==> src/rtl/t05_huff_decoder.sv <==
// Huffman stream decoder. Reads a 32-bit character count (MSB first) from a
// bit stream, then walks a node table once per character, following the code
// bits (0 = left, 1 = right) from root node 0 down to a leaf and emitting the
// leaf character as a one-cycle strobe.
//
// Optional feature macro: T05_HUFF_DECODER_EOF_EN
//   When defined, one extra character 8'h1A is emitted after the last decoded
//   character (or straight after a zero-count header) before DONE.
//
// Ports:
//   clk, nrst            clock (rising edge), asynchronous active-low reset
//   en_state             block advances only when en_state == 4'd6
//   fin_state            high while decode complete (DONE)
//   bitIn/bitValid       encoded bit stream input
//   bitReady             a bit is accepted this cycle when bitValid is high
//   nodeAddr/nodeReq     node table read request, held until nodeValid
//   nodeData/nodeValid   node word response
//   charOut/charValid    decoded character and one-cycle strobe
//   totChar              character count taken from the header
//   err                  malformed tree detected (sticky until reset)
module t05_huff_decoder #(
  parameter int unsigned MAX_DEPTH = 127
) (
  input  logic        clk,
  input  logic        nrst,
  input  logic [3:0]  en_state,
  output logic        fin_state,
  input  logic        bitIn,
  input  logic        bitValid,
  output logic        bitReady,
  output logic [6:0]  nodeAddr,
  output logic        nodeReq,
  input  logic [15:0] nodeData,
  input  logic        nodeValid,
  output logic [7:0]  charOut,
  output logic        charValid,
  output logic [31:0] totChar,
  output logic        err
);

  typedef enum logic [2:0] {
    StHeader, StFetch, StWaitNode, StNeedBit, StEmit, StDone, StError
  } state_e;

  state_e      state_q, state_d;
  logic [31:0] tot_q, tot_d;
  logic [31:0] rem_q, rem_d;
  logic [5:0]  hdr_cnt_q, hdr_cnt_d;
  logic [6:0]  node_q, node_d;
  logic [7:0]  depth_q, depth_d;
  logic [13:0] kids_q, kids_d;  // child indices of the internal node being walked
  logic [7:0]  char_q, char_d;
`ifdef T05_HUFF_DECODER_EOF_EN
  localparam logic [7:0] EofChar = 8'h1A;
  logic        eof_q, eof_d;    // current EMIT is the trailing EOF character
`endif

  logic        active;
  logic [31:0] tot_shift;
  logic [6:0]  child;
  logic        depth_hit;
  logic        unused_bit14;

  // Reset gates the handshake outputs so they read as idle while nrst is low.
  assign active    = nrst && (en_state == 4'd6);
  assign tot_shift = {tot_q[30:0], bitIn};
  assign child     = bitIn ? kids_q[6:0] : kids_q[13:7];
  assign depth_hit = (32'(depth_q) + 32'd1) >= MAX_DEPTH;
  assign unused_bit14 = nodeData[14];

  always_comb begin
    state_d   = state_q;
    tot_d     = tot_q;
    rem_d     = rem_q;
    hdr_cnt_d = hdr_cnt_q;
    node_d    = node_q;
    depth_d   = depth_q;
    kids_d    = kids_q;
    char_d    = char_q;
`ifdef T05_HUFF_DECODER_EOF_EN
    eof_d     = eof_q;
`endif
    bitReady  = 1'b0;
    nodeReq   = 1'b0;
    charValid = 1'b0;

    if (active) begin
      unique case (state_q)
        StHeader: begin
          bitReady = 1'b1;
          if (bitValid) begin
            tot_d     = tot_shift;
            hdr_cnt_d = hdr_cnt_q + 6'd1;
            if (hdr_cnt_q == 6'd31) begin
              rem_d   = tot_shift;
              node_d  = '0;
              depth_d = '0;
              if (tot_shift == 32'd0) begin
`ifdef T05_HUFF_DECODER_EOF_EN
                eof_d   = 1'b1;
                char_d  = EofChar;
                state_d = StEmit;
`else
                state_d = StDone;
`endif
              end else begin
                state_d = StFetch;
              end
            end
          end
        end
        StFetch: begin
          nodeReq = 1'b1;
          state_d = StWaitNode;
        end
        StWaitNode: begin
          nodeReq = 1'b1;
          if (nodeValid) begin
            if (nodeData[15]) begin
              char_d  = nodeData[7:0];
              state_d = StEmit;
            end else begin
              kids_d  = nodeData[13:0];
              state_d = StNeedBit;
            end
          end
        end
        StNeedBit: begin
          bitReady = 1'b1;
          if (bitValid) begin
            node_d  = child;
            depth_d = depth_q + 8'd1;
            // Child 0 would point back at the root: treat as a broken tree.
            if ((child == 7'd0) || depth_hit) state_d = StError;
            else                              state_d = StFetch;
          end
        end
        StEmit: begin
          charValid = 1'b1;
          node_d    = '0;
          depth_d   = '0;
          if (rem_q != 32'd0) rem_d = rem_q - 32'd1;
`ifdef T05_HUFF_DECODER_EOF_EN
          if (eof_q) begin
            eof_d   = 1'b0;
            state_d = StDone;
          end else if (rem_q <= 32'd1) begin
            eof_d   = 1'b1;
            char_d  = EofChar;
            state_d = StEmit;
          end else begin
            state_d = StFetch;
          end
`else
          if (rem_q <= 32'd1) state_d = StDone;
          else                state_d = StFetch;
`endif
        end
        StDone, StError: ;
        default: state_d = StError;
      endcase
    end
  end

  always_ff @(posedge clk or negedge nrst) begin
    if (!nrst) begin
      state_q   <= StHeader;
      tot_q     <= '0;
      rem_q     <= '0;
      hdr_cnt_q <= '0;
      node_q    <= '0;
      depth_q   <= '0;
      kids_q    <= '0;
      char_q    <= '0;
`ifdef T05_HUFF_DECODER_EOF_EN
      eof_q     <= 1'b0;
`endif
    end else begin
      state_q   <= state_d;
      tot_q     <= tot_d;
      rem_q     <= rem_d;
      hdr_cnt_q <= hdr_cnt_d;
      node_q    <= node_d;
      depth_q   <= depth_d;
      kids_q    <= kids_d;
      char_q    <= char_d;
`ifdef T05_HUFF_DECODER_EOF_EN
      eof_q     <= eof_d;
`endif
    end
  end

  assign nodeAddr  = node_q;
  assign charOut   = char_q;
  assign totChar   = tot_q;
  assign fin_state = (state_q == StDone);
  assign err       = (state_q == StError);

endmodule
==> config.mk <==
export PLATFORM = sky130hd
export DESIGN_NAME = t05_huff_decoder
export DESIGN_NICKNAME = d
export VERILOG_FILES = /design/src/rtl/t05_huff_decoder.sv
export SDC_FILE = /design/constraint.sdc
export NUM_CORES = 1
export LEC_CHECK = 0
export BUFFER_PORTS_ARGS = -buffer_cell sky130_fd_sc_hd__buf_2
export CAP_MARGIN = 20
export CELL_PAD_IN_SITES_DETAIL_PLACEMENT = 1
export CELL_PAD_IN_SITES_GLOBAL_PLACEMENT = 1
export CORE_UTILIZATION = 30
export CTS_CLUSTER_DIAMETER = 120
export DETAILED_ROUTE_END_ITERATION = 6
export PLACE_DENSITY_LB_ADDON = 0.1
export RECOVER_POWER = 50
export SLEW_MARGIN = 20
export SYNTH_ARGS = -nofsm -noshare
export SYNTH_HDL_FRONTEND = slang
export SYNTH_SLANG_ARGS = --single-unit
==> constraint.sdc <==
create_clock -name clk -period 2.02 [get_ports clk]
set_input_delay 0.303 -clock clk [delete_from_list [all_inputs] [get_ports clk]]
set_output_delay 0.303 -clock clk [all_outputs]
set_load 0.05 [all_outputs]
Word level (Yosys, flattened, before mapping)
Index checks and enable logic that the tools add are counted.

Input bits: 25. RAM bits: 0. Bits in read-only memories: 0. Memories kept: 0. Logic and storage cells: 74. Bits in latches: 0. Bits in registers: 110.

Shift operators: 0. Equal/unequal tests: 13. Reduce and logical (&&, ||, !) cells: 17. Magnitude comparators: 2. Add/sub/neg operators: 4. Mux-type cells: 28. Bitwise logic cells: 2. Divide/modulo/power cells: 0. Multipliers: 0.

Operators with widths (count): 2-to-1 mux 32 bit (3); case mux 32 bit (2 select lines) (1); <= comparator 32 x 1 -> 1 bit (second input constant) (1); zero test 32 bit (1); nonzero test 32 bit (1); subtractor 32 x 1 -> 32 bit (second input constant) (1); 2-to-1 mux 7 bit (4); 2-to-1 mux 3 bit (8); 2-to-1 mux 8 bit (3); case mux 8 bit (3 select lines) (1); case mux 7 bit (3 select lines) (1); case mux 3 bit (6 select lines) (1); != test 2 bit (second input constant) (5); AND reduction 5 bit (2); adder 8 x 1 -> 9 bit (second input constant) (1); equality test 3 bit (second input constant) (3); >= comparator 9 x 7 -> 1 bit (second input constant) (1); adder 8 x 1 -> 8 bit (second input constant) (1); AND reduction 4 bit (2); zero test 7 bit (1); adder 6 x 1 -> 6 bit (second input constant) (1); equality test 3 x 2 -> 1 bit (second input constant) (2); equality test 6 x 5 -> 1 bit (second input constant) (1); 2-to-1 mux 1 bit (6); 11 further kinds (14).

Logic depth before layout (Yosys ltp)
Depth in word-level cells: 6. Mapped depth: 10. Mapped depth without buffers: 7.

Least setup slack after synthesis
No wires, ideal clock.

Path type: input to output. Start point: in en_state[3]. End point: out nodeReq. Arrival time: 2.018 ns. Stages on the path: 4. Data required time: 1.717 ns. Setup slack: -0.301 ns. Cell sequence: nand4b_4 -> or2_2 -> buf_2 -> nor3_1.

Longest elaborated chain between the ends: 3.

Ends and longest elaborated chain: from (decl) (line 26) `input logic [3:0] en_state,`; equality test 4 x 3 -> 1 bit (line 65) `assign active = nrst && (en_state == 4'd6);`; logical AND 1 bit (line 65); 2-to-1 mux 1 bit (line 87) `if (active) begin`; to (decl) (line 32) `output logic nodeReq,`.

Every way passes these cells.

Worst setup path after layout
Start point: reg rem_q[30]. End point: reg rem_q[19].

Longest elaborated chain between the ends: 3.

Ends and longest elaborated chain: from (decl) (line 47) `logic [31:0] rem_q, rem_d;`; from (signal assigned) (line 181) `rem_q <= rem_d;`; nonzero test 32 bit (line 142) `if (rem_q != 32'd0) rem_d = rem_q - 32'd1;`; != test 2 bit (no source line); AND reduction 5 bit (no source line).

Every way passes these cells. A chain may end at the register's enable or synchronous reset.

==> flow_metrics.tcl <==
set metrics [dict create \
    hold_class "in -> reg" \
    die-area_mm2 0.0201 \
    syn_area_per_cell_um2 10.5 \
    yosysTopAreaCell "dfrtp_1" \
    vdd_ir_drop_max_mv 0.468 \
    core_area_mm2 0.0189 \
    result_of_the_run "finished with violations" \
    antenna_violation_net_count_after_detailed_routing 0 \
    slew_violations 111 \
    cap_viol_max_count 1 \
    fillers 2148 \
    fin_crit_ps 2090 \
    number_of_sinks_on_the_clock_net 110 \
    grt_setup_unrepaired "yes" \
    failed_checks "capacitance limit, slew limit, setup timing" \
    worst_slew_margin_pct -6.56 \
    area.growth.synth_to_final_pct 36.5 \
    max_freq_ghz 0.477 \
    die_width_um 142 \
    worst_pin_slew_ps 1600 \
    synth_top_cell_area_share_pct 47.1 \
    grt_pass1_wl_um 30100 \
    leakagePower_nw 3.69 \
    pd_cells_mw_per_mm2 927 \
    cts-hold-fix-buffers 0 \
    route.detailed.drc 0 \
    grt_overflow 0 \
    critical_path_arrival_ps 2350 \
    clk-insertion-delay-late_ps 370 \
    num_vias 5267 \
    grtUsageTotal_pct 19.3 \
    cts_tree "built" \
    antenna_cells_inserted 0 \
    grtUsageMet3_pct 3.58 \
    tritoncts.num_buffers 9 \
    syn-instance-count 559 \
    postSynth.asyncResetShare_pct 100 \
    multi_input_area_mm2 0.00310 \
    yosys.cell_types.count 71 \
    post-layout-total-power_mw 7.40 \
    dpl.hpwl_um 13300 \
    mappedNetlistNets 589 \
    seq_pwr_share_pct 35.7 \
    intPower_mw 4.56 \
    clock_tree_root_buffer_cell "clkbuf_16" \
    first_pass_iters 4 \
    post-route-period-util_pct 104 \
    worst_slack_ps -74.3 \
    cts-root-to-sink-buffers 2 \
    largest_net_degree_at_the_start_of_global_routing 111 \
    hold_viol_final 0 \
    route.final.wire_length_um 18700 \
    dominantRegCellSynth "dfrtp_1" \
    clk_transition_reported_paths_ps 90 \
    final_core_utilization_pct 42.2 \
    die-height_um 142 \
    via_per_inst 5.29 \
    synth_seq_area_share_pct 47.1 \
    gp_congestion 0.834 \
    buffer_ports.inserted 75 \
    finalSetupTns_ps -465 \
    grtUsageMet2_pct 34.7 \
    power.share.clock_pct 25.6 \
    crit_type "reg -> reg" \
    number_of_flops_mapped_to_enable_cells_by_yosys 0 \
    top_level_ports 77 \
    seq_cells_post_synth 110 \
    global_route.usage.met1_pct 23.5 \
    required_ps 2270 \
    fin_nets 761 \
    wl_per_cell_um 18.8 \
    initial_antenna_violation_count 0 \
    setup_viol 14 \
    cp_max_fo 6 \
    drive_above_1_share_pct 43.8 \
    fin_worst_skew_ps 14.8 \
    netlist_area_mm2 0.00585 \
    floorplan_row_count 50 \
    cts_htree_levels 3 \
    synth.top_cells.by_area "dfrtp_1 (47%), mux2_2 (11%), o21ai_0 (3.8%), nand2_1 (2.3%), nor2_1 (2.1%)" \
    worstSetupEndpointType "flop" \
    fraction_of_power_spent_switching_nets_pct 38.4 \
    first_global_vias 5575 \
    drt-initial-drc-count 280 \
    p_switching_mw 2.84 \
    ff_latch_area_mm2 0.00276 \
    critPathLaunchType "flop" \
    grt_busiest_layer "met2" \
    start_util_pct 31.0 \
    synth_warnings 0 \
    power.combinational.fraction_pct 38.7 \
]
[registers in the layout, summed over array words and instances (netlist names)]
signal,count
nodeAddr,7
hdr_cnt_q,6
totChar,32
depth_q,8
rem_q,32
charOut,8
state_q,3
kids_q,14
[layout make-up]
class | instances | share of cell area [%]
Multi-Input combinational cell | 403 | 38.8
Clock buffer | 9 | 2.82
Inverter | 12 | 0.611
Timing Repair Buffer | 195 | 18.0
Tap cell | 260 | 4.08
Sequential cell | 110 | 34.5
Clock inverter | 7 | 1.18
[worst paths after layout]
| kind | startpoint | end | depth (start not counted) | slack, ps |
|---|---|---|---|---|
| worst min register to register | hdr_cnt_q[5] | hdr_cnt_q[5] | 1 | 460 |
| max in group asynchronous | nrst | state_q[1] | 2 | 240 |
| worst max register to register | rem_q[30] | rem_q[19] | 6 | -70 |
| worst max-delay path | rem_q[30] | rem_q[19] | 6 | -70 |
| min in group asynchronous | nrst | totChar[19] | 2 | 680 |
| worst min-delay path | nodeData[8] | kids_q[8] | 2 | 150 |
[power by group through the flow]
| stage | Clock, mW | Combinational, mW | Sequential, mW |
|---|---|---|---|
| after detailed placement | 0 | 2.60 | 2.68 |
| after global placement | 0 | 2.56 | 2.66 |
| final | 1.89 | 2.86 | 2.64 |
| after floorplan | 0 | 1.38 | 2.69 |
| after CTS | 1.96 | 2.69 | 2.63 |
| after global routing | 2.04 | 3.10 | 2.67 |
[worst max-delay path, cell delays in order (launching register included)]
cell,delay (ps)
dfrtp_1,380
or4_4,560
nor4b_4,340
and4_4,330
buf_8,150
nor3_4,50
o22a_1,170
[what timing repair did]
item,4_1_cts,5_1_grt
setup buffers,5,6
pin swaps,6,19
gates resized for setup,20,67
setup endpoints to repair,40,74
gates cloned,1,1
[Yosys cell counts (11+ instances only)]
| master | count |
|---|---|
| a21oi_1 | 21 |
| a31oi_1 | 17 |
| clkbuf_1 | 15 |
| dfrtp_1 | 110 |
| inv_1 | 12 |
| mux2_2 | 55 |
| nand2_1 | 36 |
| nand3_1 | 17 |
| nand4_1 | 11 |
| nor2_1 | 32 |
| nor3_1 | 15 |
| nor4_1 | 14 |
| o21ai_0 | 44 |
[stage by stage]
stage	instances	hold slack [ps]	setup slack (ps)	area [um^2]
finish	996	155	-74.3	7980
floorplan	559	7.41	34.0	5880
detailed placement	967	454	-175	7290
global route	996	141	-149	7980
global placement	967	449	-126	7290
CTS	989	124	-55.7	7730
[cell families after synthesis]
group / synth area share [%]
xor gates and xnor gates: 1.20
buffers and inverters: 3.79
adders and majority gates: 1.07
muxes: 12.0
AOI/OAI and AO/OA: 17.0
and+or+nand+nor: 17.9
DFF: 47.1
[layer usage]
| metal | wire (um) | vias up |
|---|---|---|
| met3 | 536 | 19 |
| met5 | 0 | - |
| met4 | 317 | 0 |
| met1 | 8190 | 2712 |
| li1 | - | 2469 |
| met2 | 9660 | 67 |
[cell usage in the layout (no fill, tap or decap), types with 10 or more instances in the layout]
cell type,n
dfrtp_1,107
buf_4,102
buf_2,70
mux2_2,48
o21ai_0,31
nor2_1,30
nand2_1,27
a21oi_1,20
nand3_1,17
a31oi_1,16
nor4_1,14
buf_6,12
inv_1,11
nand4_1,11
nor3_1,10
o21ai_1,10
Note: power is estimated with default switching activity, not from simulation.
